[config.mk]
export PLATFORM = sky130hd
export DESIGN_NAME = hilo_sched_flat
export DESIGN_NICKNAME = d
export VERILOG_FILES = /design/src/rtl/hilo_sched_if.sv /design/src/rtl/hilo_sched.sv /design/src/flat_wrapper.sv
export SDC_FILE = /design/constraint.sdc
export NUM_CORES = 2
export LEC_CHECK = 0
export BUFFER_PORTS_ARGS = -buffer_cell sky130_fd_sc_hd__buf_2
export CAP_MARGIN = 20
export CORE_UTILIZATION = 25
export DETAILED_ROUTE_END_ITERATION = 16
export REMOVE_ABC_BUFFERS = 1
export SETUP_SLACK_MARGIN = 0.4
export SLEW_MARGIN = 15
export SYNTH_ARGS = -nofsm -noshare
export SYNTH_HDL_FRONTEND = slang
export SYNTH_SLANG_ARGS = --single-unit
[constraint.sdc]
create_clock -name clk -period 15.4 [get_ports clk]
set_input_delay 2.31 -clock clk [delete_from_list [all_inputs] [get_ports clk]]
set_output_delay 2.31 -clock clk [all_outputs]
set_load 0.005 [all_outputs]
[src/rtl/hilo_sched_if.sv]
// Bundle-side connection of the HI/LO scheduler: per-lane requests from the
// memory stage, the flush strobe, and the stall / HI / LO / busy results.
interface hilo_sched_if;
    logic [1:0]       req_valid;
    logic [1:0][2:0]  req_op;
    logic [1:0][31:0] req_a;
    logic [1:0][31:0] req_b;
    logic             flush;
    logic             stall_o;
    logic [31:0]      hi_rd;
    logic [31:0]      lo_rd;
    logic             busy;

    // Pipeline side: presents the bundle, observes stall and HI/LO.
    modport master (
        output req_valid, req_op, req_a, req_b, flush,
        input  stall_o, hi_rd, lo_rd, busy
    );

    // Scheduler side.
    modport slave (
        input  req_valid, req_op, req_a, req_b, flush,
        output stall_o, hi_rd, lo_rd, busy
    );
endinterface

[src/rtl/hilo_sched.sv]
// HI/LO controller for the dual-issue pipeline. Serialises MULT/MULTU/DIV/DIVU/
// MTHI/MTLO from both lanes in lane order, using a pipelined multiplier and a
// restoring radix-2 divider, and stalls the bundle until every op has committed.
module hilo_sched #(
    parameter int MUL_LAT  = 2,
    parameter int DIV_ITER = 32
) (
    input  logic        clk,
    input  logic        rst_n,
    hilo_sched_if.slave bus
);

    localparam logic [1:0] ST_IDLE = 2'd0;
    localparam logic [1:0] ST_MUL  = 2'd1;
    localparam logic [1:0] ST_DIV  = 2'd2;

    localparam logic [2:0] OP_MULT  = 3'd1;
    localparam logic [2:0] OP_MULTU = 3'd2;
    localparam logic [2:0] OP_DIV   = 3'd3;
    localparam logic [2:0] OP_DIVU  = 3'd4;
    localparam logic [2:0] OP_MTHI  = 3'd5;
    localparam logic [2:0] OP_MTLO  = 3'd6;

    localparam logic [5:0] MUL_LAT_C  = 6'(MUL_LAT);
    localparam logic [5:0] DIV_ITER_C = 6'(DIV_ITER);

    logic [1:0]  state_q, state_d;
    logic [5:0]  count_q, count_d;
    logic [1:0]  served_q, served_d;
    logic [31:0] hi_q, hi_d, lo_q, lo_d;

    logic [31:0] mul_a_q, mul_a_d, mul_b_q, mul_b_d;
    logic        mul_signed_q, mul_signed_d;

    logic [31:0] div_rem_q, div_rem_d;   // partial remainder
    logic [31:0] div_quo_q, div_quo_d;   // dividend shifting out, quotient shifting in
    logic [31:0] div_den_q, div_den_d;   // |divisor|
    logic [31:0] div_a_q, div_a_d;       // raw dividend, returned as HI on divide-by-zero
    logic        div_neg_q, div_neg_d;   // quotient must be negated
    logic        div_rneg_q, div_rneg_d; // remainder must be negated (dividend sign)
    logic        div_zero_q, div_zero_d;

    // Per-lane pending decode: valid, a real HI/LO op, and not yet committed.
    logic [1:0] lane_pending;
    for (genvar gi = 0; gi < 2; gi++) begin : g_lane
        assign lane_pending[gi] = bus.req_valid[gi]
                                  && (bus.req_op[gi] >= OP_MULT)
                                  && (bus.req_op[gi] <= OP_MTLO)
                                  && !served_q[gi];
    end

    logic        has_pending, sel_lane, sel_is_mt, stall_c;
    logic [2:0]  sel_op;
    logic [31:0] sel_a, sel_b;
    logic        sel_a_neg, sel_b_neg;

    // Lane 0 is older, so it always wins when both are pending.
    assign has_pending = |lane_pending;
    assign sel_lane    = !lane_pending[0];
    assign sel_op      = bus.req_op[sel_lane];
    assign sel_a       = bus.req_a[sel_lane];
    assign sel_b       = bus.req_b[sel_lane];
    assign sel_is_mt   = (sel_op == OP_MTHI) || (sel_op == OP_MTLO);
    assign sel_a_neg   = (sel_op == OP_DIV) && sel_a[31];
    assign sel_b_neg   = (sel_op == OP_DIV) && sel_b[31];

    // A lone MTHI/MTLO commits in its issue cycle, so it needs no stall; while
    // reset is asserted every output is forced low.
    assign stall_c = rst_n && has_pending
                     && !((state_q == ST_IDLE) && (lane_pending != 2'b11) && sel_is_mt);

    // Multiplier: operands are extended to 64 bits (sign or zero) so a single
    // unsigned 64x64 product gives the correct low 64 bits for MULT and MULTU.
    logic [63:0] mul_ax, mul_bx, prod_c, mul_result;
    assign mul_ax = {{32{mul_signed_q & mul_a_q[31]}}, mul_a_q};
    assign mul_bx = {{32{mul_signed_q & mul_b_q[31]}}, mul_b_q};
    assign prod_c = mul_ax * mul_bx;

    if (MUL_LAT > 1) begin : g_mul_pipe
        logic [63:0] pipe_q [MUL_LAT-1];
        // Product pipeline; the last stage lines up with the count==MUL_LAT commit.
        always_ff @(posedge clk or negedge rst_n) begin
            if (!rst_n) begin
                for (int i = 0; i < MUL_LAT-1; i++) pipe_q[i] <= '0;
            end else begin
                pipe_q[0] <= prod_c;
                for (int i = 1; i < MUL_LAT-1; i++) pipe_q[i] <= pipe_q[i-1];
            end
        end
        assign mul_result = pipe_q[MUL_LAT-2];
    end else begin : g_mul_comb
        assign mul_result = prod_c;
    end

    // One restoring-division step: shift in the next dividend bit, subtract if it fits.
    logic [32:0] div_shift;
    logic        div_ge;
    logic [31:0] rem_step, quo_step, q_fin, r_fin;
    assign div_shift = {div_rem_q, div_quo_q[31]};
    assign div_ge    = div_shift >= {1'b0, div_den_q};
    assign rem_step  = div_ge ? (div_shift[31:0] - div_den_q) : div_shift[31:0];
    assign quo_step  = {div_quo_q[30:0], div_ge};
    assign q_fin     = div_neg_q  ? -quo_step : quo_step;
    assign r_fin     = div_rneg_q ? -rem_step : rem_step;

    // Next-state: op selection, multiply/divide sequencing, commit, flush override.
    always_comb begin
        state_d      = state_q;
        count_d      = count_q;
        served_d     = served_q;
        hi_d         = hi_q;
        lo_d         = lo_q;
        mul_a_d      = mul_a_q;
        mul_b_d      = mul_b_q;
        mul_signed_d = mul_signed_q;
        div_rem_d    = div_rem_q;
        div_quo_d    = div_quo_q;
        div_den_d    = div_den_q;
        div_a_d      = div_a_q;
        div_neg_d    = div_neg_q;
        div_rneg_d   = div_rneg_q;
        div_zero_d   = div_zero_q;
        case (state_q)
            ST_IDLE: begin
                if (has_pending) begin
                    case (sel_op)
                        OP_MTHI: begin
                            hi_d = sel_a;
                            served_d[sel_lane] = 1'b1;
                        end
                        OP_MTLO: begin
                            lo_d = sel_a;
                            served_d[sel_lane] = 1'b1;
                        end
                        OP_MULT, OP_MULTU: begin
                            mul_a_d      = sel_a;
                            mul_b_d      = sel_b;
                            mul_signed_d = (sel_op == OP_MULT);
                            state_d      = ST_MUL;
                            count_d      = 6'd1;
                        end
                        OP_DIV, OP_DIVU: begin
                            div_rem_d  = '0;
                            div_quo_d  = sel_a_neg ? -sel_a : sel_a;
                            div_den_d  = sel_b_neg ? -sel_b : sel_b;
                            div_a_d    = sel_a;
                            div_neg_d  = sel_a_neg ^ sel_b_neg;
                            div_rneg_d = sel_a_neg;
                            div_zero_d = (sel_b == 32'd0);
                            state_d    = ST_DIV;
                            count_d    = 6'd1;
                        end
                        default: ;
                    endcase
                end
            end
            ST_MUL: begin
                if (count_q == MUL_LAT_C) begin
                    {hi_d, lo_d}       = mul_result;
                    served_d[sel_lane] = 1'b1;
                    state_d            = ST_IDLE;
                    count_d            = '0;
                end else begin
                    count_d = count_q + 6'd1;
                end
            end
            ST_DIV: begin
                div_rem_d = rem_step;
                div_quo_d = quo_step;
                if (count_q == DIV_ITER_C) begin
                    lo_d               = div_zero_q ? 32'hFFFF_FFFF : q_fin;
                    hi_d               = div_zero_q ? div_a_q : r_fin;
                    served_d[sel_lane] = 1'b1;
                    state_d            = ST_IDLE;
                    count_d            = '0;
                end else begin
                    count_d = count_q + 6'd1;
                end
            end
            default: state_d = ST_IDLE;
        endcase
        // The bundle advances whenever stall drops, so its lanes start fresh.
        if (!stall_c) served_d = '0;
        // Flush beats everything, including a commit due this edge.
        if (bus.flush) begin
            state_d  = ST_IDLE;
            count_d  = '0;
            served_d = '0;
            hi_d     = hi_q;
            lo_d     = lo_q;
        end
    end

    // State and datapath registers.
    always_ff @(posedge clk or negedge rst_n) begin
        if (!rst_n) begin
            state_q      <= ST_IDLE;
            count_q      <= '0;
            served_q     <= '0;
            hi_q         <= '0;
            lo_q         <= '0;
            mul_a_q      <= '0;
            mul_b_q      <= '0;
            mul_signed_q <= 1'b0;
            div_rem_q    <= '0;
            div_quo_q    <= '0;
            div_den_q    <= '0;
            div_a_q      <= '0;
            div_neg_q    <= 1'b0;
            div_rneg_q   <= 1'b0;
            div_zero_q   <= 1'b0;
        end else begin
            state_q      <= state_d;
            count_q      <= count_d;
            served_q     <= served_d;
            hi_q         <= hi_d;
            lo_q         <= lo_d;
            mul_a_q      <= mul_a_d;
            mul_b_q      <= mul_b_d;
            mul_signed_q <= mul_signed_d;
            div_rem_q    <= div_rem_d;
            div_quo_q    <= div_quo_d;
            div_den_q    <= div_den_d;
            div_a_q      <= div_a_d;
            div_neg_q    <= div_neg_d;
            div_rneg_q   <= div_rneg_d;
            div_zero_q   <= div_zero_d;
        end
    end

    assign bus.stall_o = stall_c;
    assign bus.hi_rd   = hi_q;
    assign bus.lo_rd   = lo_q;
    assign bus.busy    = (state_q != ST_IDLE);

endmodule

[src/flat_wrapper.sv]
// flat-port wrapper written by rule: the top's interface ports become plain ports
module hilo_sched_flat 
#(
    parameter int MUL_LAT  = 2,
    parameter int DIV_ITER = 32
)
  (clk, rst_n, bus_req_valid, bus_req_op, bus_req_a, bus_req_b, bus_flush, bus_stall_o, bus_hi_rd, bus_lo_rd, bus_busy);
  hilo_sched_if bus_i ();
  input  logic clk;
  input  logic rst_n;
  input wire logic [$bits(bus_i.req_valid)-1:0] bus_req_valid;
  input wire logic [$bits(bus_i.req_op)-1:0] bus_req_op;
  input wire logic [$bits(bus_i.req_a)-1:0] bus_req_a;
  input wire logic [$bits(bus_i.req_b)-1:0] bus_req_b;
  input wire logic [$bits(bus_i.flush)-1:0] bus_flush;
  output wire logic [$bits(bus_i.stall_o)-1:0] bus_stall_o;
  output wire logic [$bits(bus_i.hi_rd)-1:0] bus_hi_rd;
  output wire logic [$bits(bus_i.lo_rd)-1:0] bus_lo_rd;
  output wire logic [$bits(bus_i.busy)-1:0] bus_busy;
  assign bus_i.req_valid = bus_req_valid;
  assign bus_i.req_op = bus_req_op;
  assign bus_i.req_a = bus_req_a;
  assign bus_i.req_b = bus_req_b;
  assign bus_i.flush = bus_flush;
  assign bus_stall_o = bus_i.stall_o;
  assign bus_hi_rd = bus_i.hi_rd;
  assign bus_lo_rd = bus_i.lo_rd;
  assign bus_busy = bus_i.busy;
  hilo_sched #(.MUL_LAT(MUL_LAT), .DIV_ITER(DIV_ITER)) u_core (.clk(clk), .rst_n(rst_n), .bus(bus_i));
endmodule
# Word level (Yosys, flattened, before mapping)
# Index checks and enable logic that the tools add are counted.
# classes
add_sub_neg	6
multipliers	1
order_cmp	7
eq_ne	27
mux	50
bitwise_logic	5
reduce_logical	37
# ops
operator	count
two-way mux 32 bit	23
one-hot mux 32 bit (3 select lines)	2
negation 32 bit	4
one-hot mux 32 bit (2 select lines)	2
multiplier 33 x 33 -> 64 bit	1
>= comparator 33 x 32 -> 1 bit	1
zero test 32 bit	1
subtractor 32 bit	1
two-way mux 6 bit	5
two-way mux 2 bit	10
one-hot mux 6 bit (3 select lines)	1
logical AND 1 bit	13
inequality test 4 x 3 -> 1 bit (second input constant)	3
one-hot mux 2 bit (3 select lines)	2
AND reduction 3 bit	4
AND reduction 6 bit	2
inequality test 2 x 1 -> 1 bit (second input constant)	5
equality test 3 bit (second input constant)	3
inequality test 3 x 2 -> 1 bit (second input constant)	3
inequality test 4 bit (second input constant)	2
OR reduction 2 bit	4
adder 6 x 1 -> 6 bit (second input constant)	1
equality test 3 x 2 -> 1 bit (second input constant)	2
equality test 6 x 2 -> 1 bit (second input constant)	1
28 further kinds	37
# word_totals
ff_bits	334
inputBits	139
out_inout_bits	66

# Depth between registers and ports, before layout
# logic_depth
ltp_word	15
mapped_depth	33
depth_no_buf	30

# Worst setup path after synthesis
# OpenSTA, ideal clock, no wires.
# synth_path
path_type	reg-to-reg
from	register u_core.mul_a_q[19]
to	register u_core.g_mul_pipe.pipe_q[61] (netlist bit)
setup_time_ps	120
arrival_time_ps	7702
t_required_ps	15280
path_slack_ps	7578
path_stages_with_launch	31
synth_period_minus_slack_ps	7822
path_cell_list	dfrtp_1 > clkbuf_1 > clkbuf_1 > and2_1 > fa_1 > inv_1 > fa_1 > inv_1 > fa_1 > inv_1 > fa_1 > fa_1 > inv_1 > fa_1 > fa_1 > inv_1 > fa_1 > inv_1 > ha_1 > a21oi_1 > o21a_1 > o21ai_0 > a311o_1 > o311ai_0 > o211ai_1 > a221o_1 > a31oi_1 > o21ai_0 > a41oi_1 > nand2_1 > o211a_1
# synth_via
elab_chain_len	1
# synth_rtl
element	line_no	text
from (decl)	hilo_sched.sv:32	logic [31:0] mul_a_q, mul_a_d, mul_b_q, mul_b_d;
from (signal assigned)	hilo_sched.sv:218	mul_a_q <= mul_a_d;
multiplier 33 x 33 -> 64 bit	hilo_sched.sv:77	assign prod_c = mul_ax * mul_bx;
net u_core.prod_c[61]	hilo_sched.sv:74	logic [63:0] mul_ax, mul_bx, prod_c, mul_result;
to (decl)	hilo_sched.sv:80	logic [63:0] pipe_q [MUL_LAT-1];
# The timed path passes the listed nets, and every way through them passes these cells.
# A chain may end at the register's enable or synchronous reset.

# Final worst setup path
# layout_path
from	register u_core.mul_a_q[31]
to	register u_core.g_mul_pipe.pipe_q[62] (netlist bit)
# layout_via
elab_chain_len	2
# layout_rtl
element	line_no	text
AND 1 bit	hilo_sched.sv:75	assign mul_ax = {{32{mul_signed_q & mul_a_q[31]}}, mul_a_q};
multiplier 33 x 33 -> 64 bit *	hilo_sched.sv:77	
net u_core.prod_c[62]	hilo_sched.sv:74	
# Mark *: on every way through the listed nets, which the timed path passes. The rest lies on a longest branch.

==> flow_metrics.tcl <==
set metrics [dict create \
    start_util_pct 25.1 \
    tightest_slew_ns 1.15 \
    ys_ff_latch 334 \
    wire_per_inst_um 19.9 \
    slew_violations 0 \
    place_inst 9322 \
    area_growth_pct 10.4 \
    vias 45400 \
    clk_path_buf_depth 3 \
    worst_setup_path_end_kind "flip-flop" \
    grt.total_usage_pct 16.2 \
    holdBufCountCts 0 \
    gp_congestion 0.930 \
    die_height_um 480 \
    post_drt_via_cell_ratio 4.83 \
    synth-edff-count 0 \
    dr.pass1.iters 5 \
    drtIter0Drc 3733 \
    io_buffers 204 \
    wl_um 187000 \
    rows 175 \
    hold_viol 0 \
    design.core.area_um2 227000 \
    io_pins 205 \
    crit_required_ns 15.92 \
    dieArea_um2 230000 \
    rsz0062_at_grt "no" \
    dp.final_hpwl_um 145000 \
    final.period_utilization_pct 60.0 \
    synth-main-ff-cell "dfrtp_1" \
    cts_resized 0 \
    drive_gt1_share_pct 7.29 \
    critical_path.slowest_cell "fa_1" \
    cts_setup_buffers 0 \
    worstSkewPairLatency_ns 0.60 \
    critical_path.top_delay_family "adder cells" \
    fillerInstances 24100 \
    grt_overflow 0 \
    mostFrequentLayoutCells "inv_1 (1168), fa_1 (1126), nand2_1 (1038)" \
    cts-buffers-inserted 42 \
    arrival_ns 9.77 \
    grt_pass1_wl_um 289000 \
    grt_max_degree 84 \
    fin_nets 7878 \
    async_flop_share_pct 100 \
    stdcell_count 9401 \
    status "finished, final reports clean" \
    cap_violations 0 \
    syn_area_per_cell_um2 8.97 \
    fin_skew_ns 0.0511 \
    path_clk_slew_ns 0.06 \
    period_minus_slack_ns 9.25 \
    drc 0 \
    crit_buf_inv 9 \
    start_kind "flip-flop" \
    yosysSeqAreaShare_pct 14.6 \
    setup_viol 0 \
    cts_tree "built" \
    die_x_um 480 \
    cpMostUsedCell "fa_1" \
    cts_root_buffer "clkbuf_16" \
    ys_warn_count 0 \
    yosysUniqueCellTypes 86 \
    grt_pass1_vias 48000 \
    htreeDepth 2 \
    crit_fanout 52 \
    ant_nets 0 \
    syn_inst 6368 \
    syn_area_um2 57100 \
    hold_class "flip-flop to flip-flop" \
    final_common_cell "inv_1" \
    clock_sinks 334 \
    setup_tns_ns 0 \
    slew_headroom_pct 20.8 \
    fmax_ghz 0.108 \
    crit_type "flip-flop to flip-flop" \
    slowest_delay_ns 0.88 \
    grt_antenna_before_repair 9 \
]
[synth_stat cells (13+ instances only)]
master / number / area, um^2
buf_1: 13 / 48.8
nor2b_1: 14 / 87.6
a221oi_1: 51 / 447
and2_1: 387 / 2420
nor3_1: 46 / 230
ha_1: 254 / 3180
dfrtp_1: 334 / 8360
nor2_1: 253 / 950
a21o_1: 57 / 428
o21ai_0: 217 / 1090
clkbuf_1: 343 / 1290
nor4_1: 17 / 106
nand2_1: 1041 / 3910
fa_1: 1126 / 22500
buf_2: 16 / 80.1
o41ai_1: 15 / 131
o21a_1: 19 / 143
a31oi_1: 23 / 144
nand3_1: 42 / 210
inv_1: 1170 / 4390
o31ai_1: 77 / 578
nand2b_1: 23 / 144
nand4_1: 20 / 125
xnor2_1: 144 / 1260
or2_2: 22 / 138
or3_1: 25 / 156
xor2_1: 78 / 683
mux2i_1: 85 / 851
a21oi_1: 245 / 1230
a311oi_1: 13 / 114
and3_1: 37 / 231
[state kept, by name, indices dropped and copies added (netlist names)]
signal                    flops
u_core.g_mul_pipe.pipe_q     64
u_core.count_q                6
u_core.div_den_q             32
u_core.bus.hi_rd             32
u_core.div_a_q               32
u_core.served_q               2
u_core.div_neg_q              1
u_core.mul_signed_q           1
u_core.div_rem_q             32
u_core.div_quo_q             32
u_core.div_rneg_q             1
u_core.mul_b_q               32
u_core.mul_a_q               32
u_core.state_q                2
u_core.bus.lo_rd             32
u_core.div_zero_q             1
[path summary, 6_finish.rpt]
check                                      from                            to  slack, ns  depth (start not counted)
max                          u_core.mul_a_q[31]  u_core.g_mul_pipe.pipe_q[62]       6.15                         28
min                        u_core.bus.hi_rd[10]          u_core.bus.hi_rd[10]       0.47                          2
max reg2reg                  u_core.mul_a_q[31]  u_core.g_mul_pipe.pipe_q[62]       6.15                         28
min reg2reg                u_core.bus.hi_rd[10]          u_core.bus.hi_rd[10]       0.47                          2
max in group asynchronous                 rst_n            u_core.mul_b_q[17]      11.43                          3
min in group asynchronous                 rst_n          u_core.div_rem_q[30]       1.63                          1
[per-stage QoR]
step	hold slack, ns	cell area (um^2)	setup WS, ns	utilization [%]
3_3_place_gp	0.458	61400	6.30	27.0
2_1_floorplan	0.445	55700	2.10	-
6_report	0.473	63100	6.15	27.8
5_1_grt	0.495	63100	5.71	27.8
3_5_place_dp	0.462	61500	6.29	27.0
4_1_cts	0.475	63000	6.25	27.7
[area by class of cell]
cell class                 count  area (um^2)  share of cell area, %
sequential                   334         8370                   13.3
tap                         3009         3760                   5.97
timing repair buffer         323         1980                   3.15
multi-input combinational   4487        43000                   68.1
clock buffer                  53         1150                   1.83
inverter                    1171         4400                   6.97
antenna                        2         5.00                0.00793
clock inverter                22          424                  0.672
[worst min-delay path, stage by stage, from the launching register on]
cell     delay (ns)
dfrtp_1        0.34
nand2_1        0.05
o31ai_1        0.05
[cell families after synthesis]
kind of cell               after synthesis  synth area share, %
DFF                                    334                 14.6
AOI/OAI and AO/OA                      821                 9.14
buffers and inverters                 1547                 10.2
muxes                                   95                 1.69
xor gates and xnor gates               222                 3.40
and+or+nand+nor                       1968                 15.9
adders and majority gates             1381                 45.0
[routing by layer]
layer / routed length [um] / GRT usage [%]
met1: 76600 / 21.0
met2: 89200 / 27.2
met3: 12500 / 1.97
met4: 8740 / 6.73
met5: 55 / 0
Power is not shown: default switching activity piles up to over one toggle a cycle in this logic, so the estimate is an artifact.
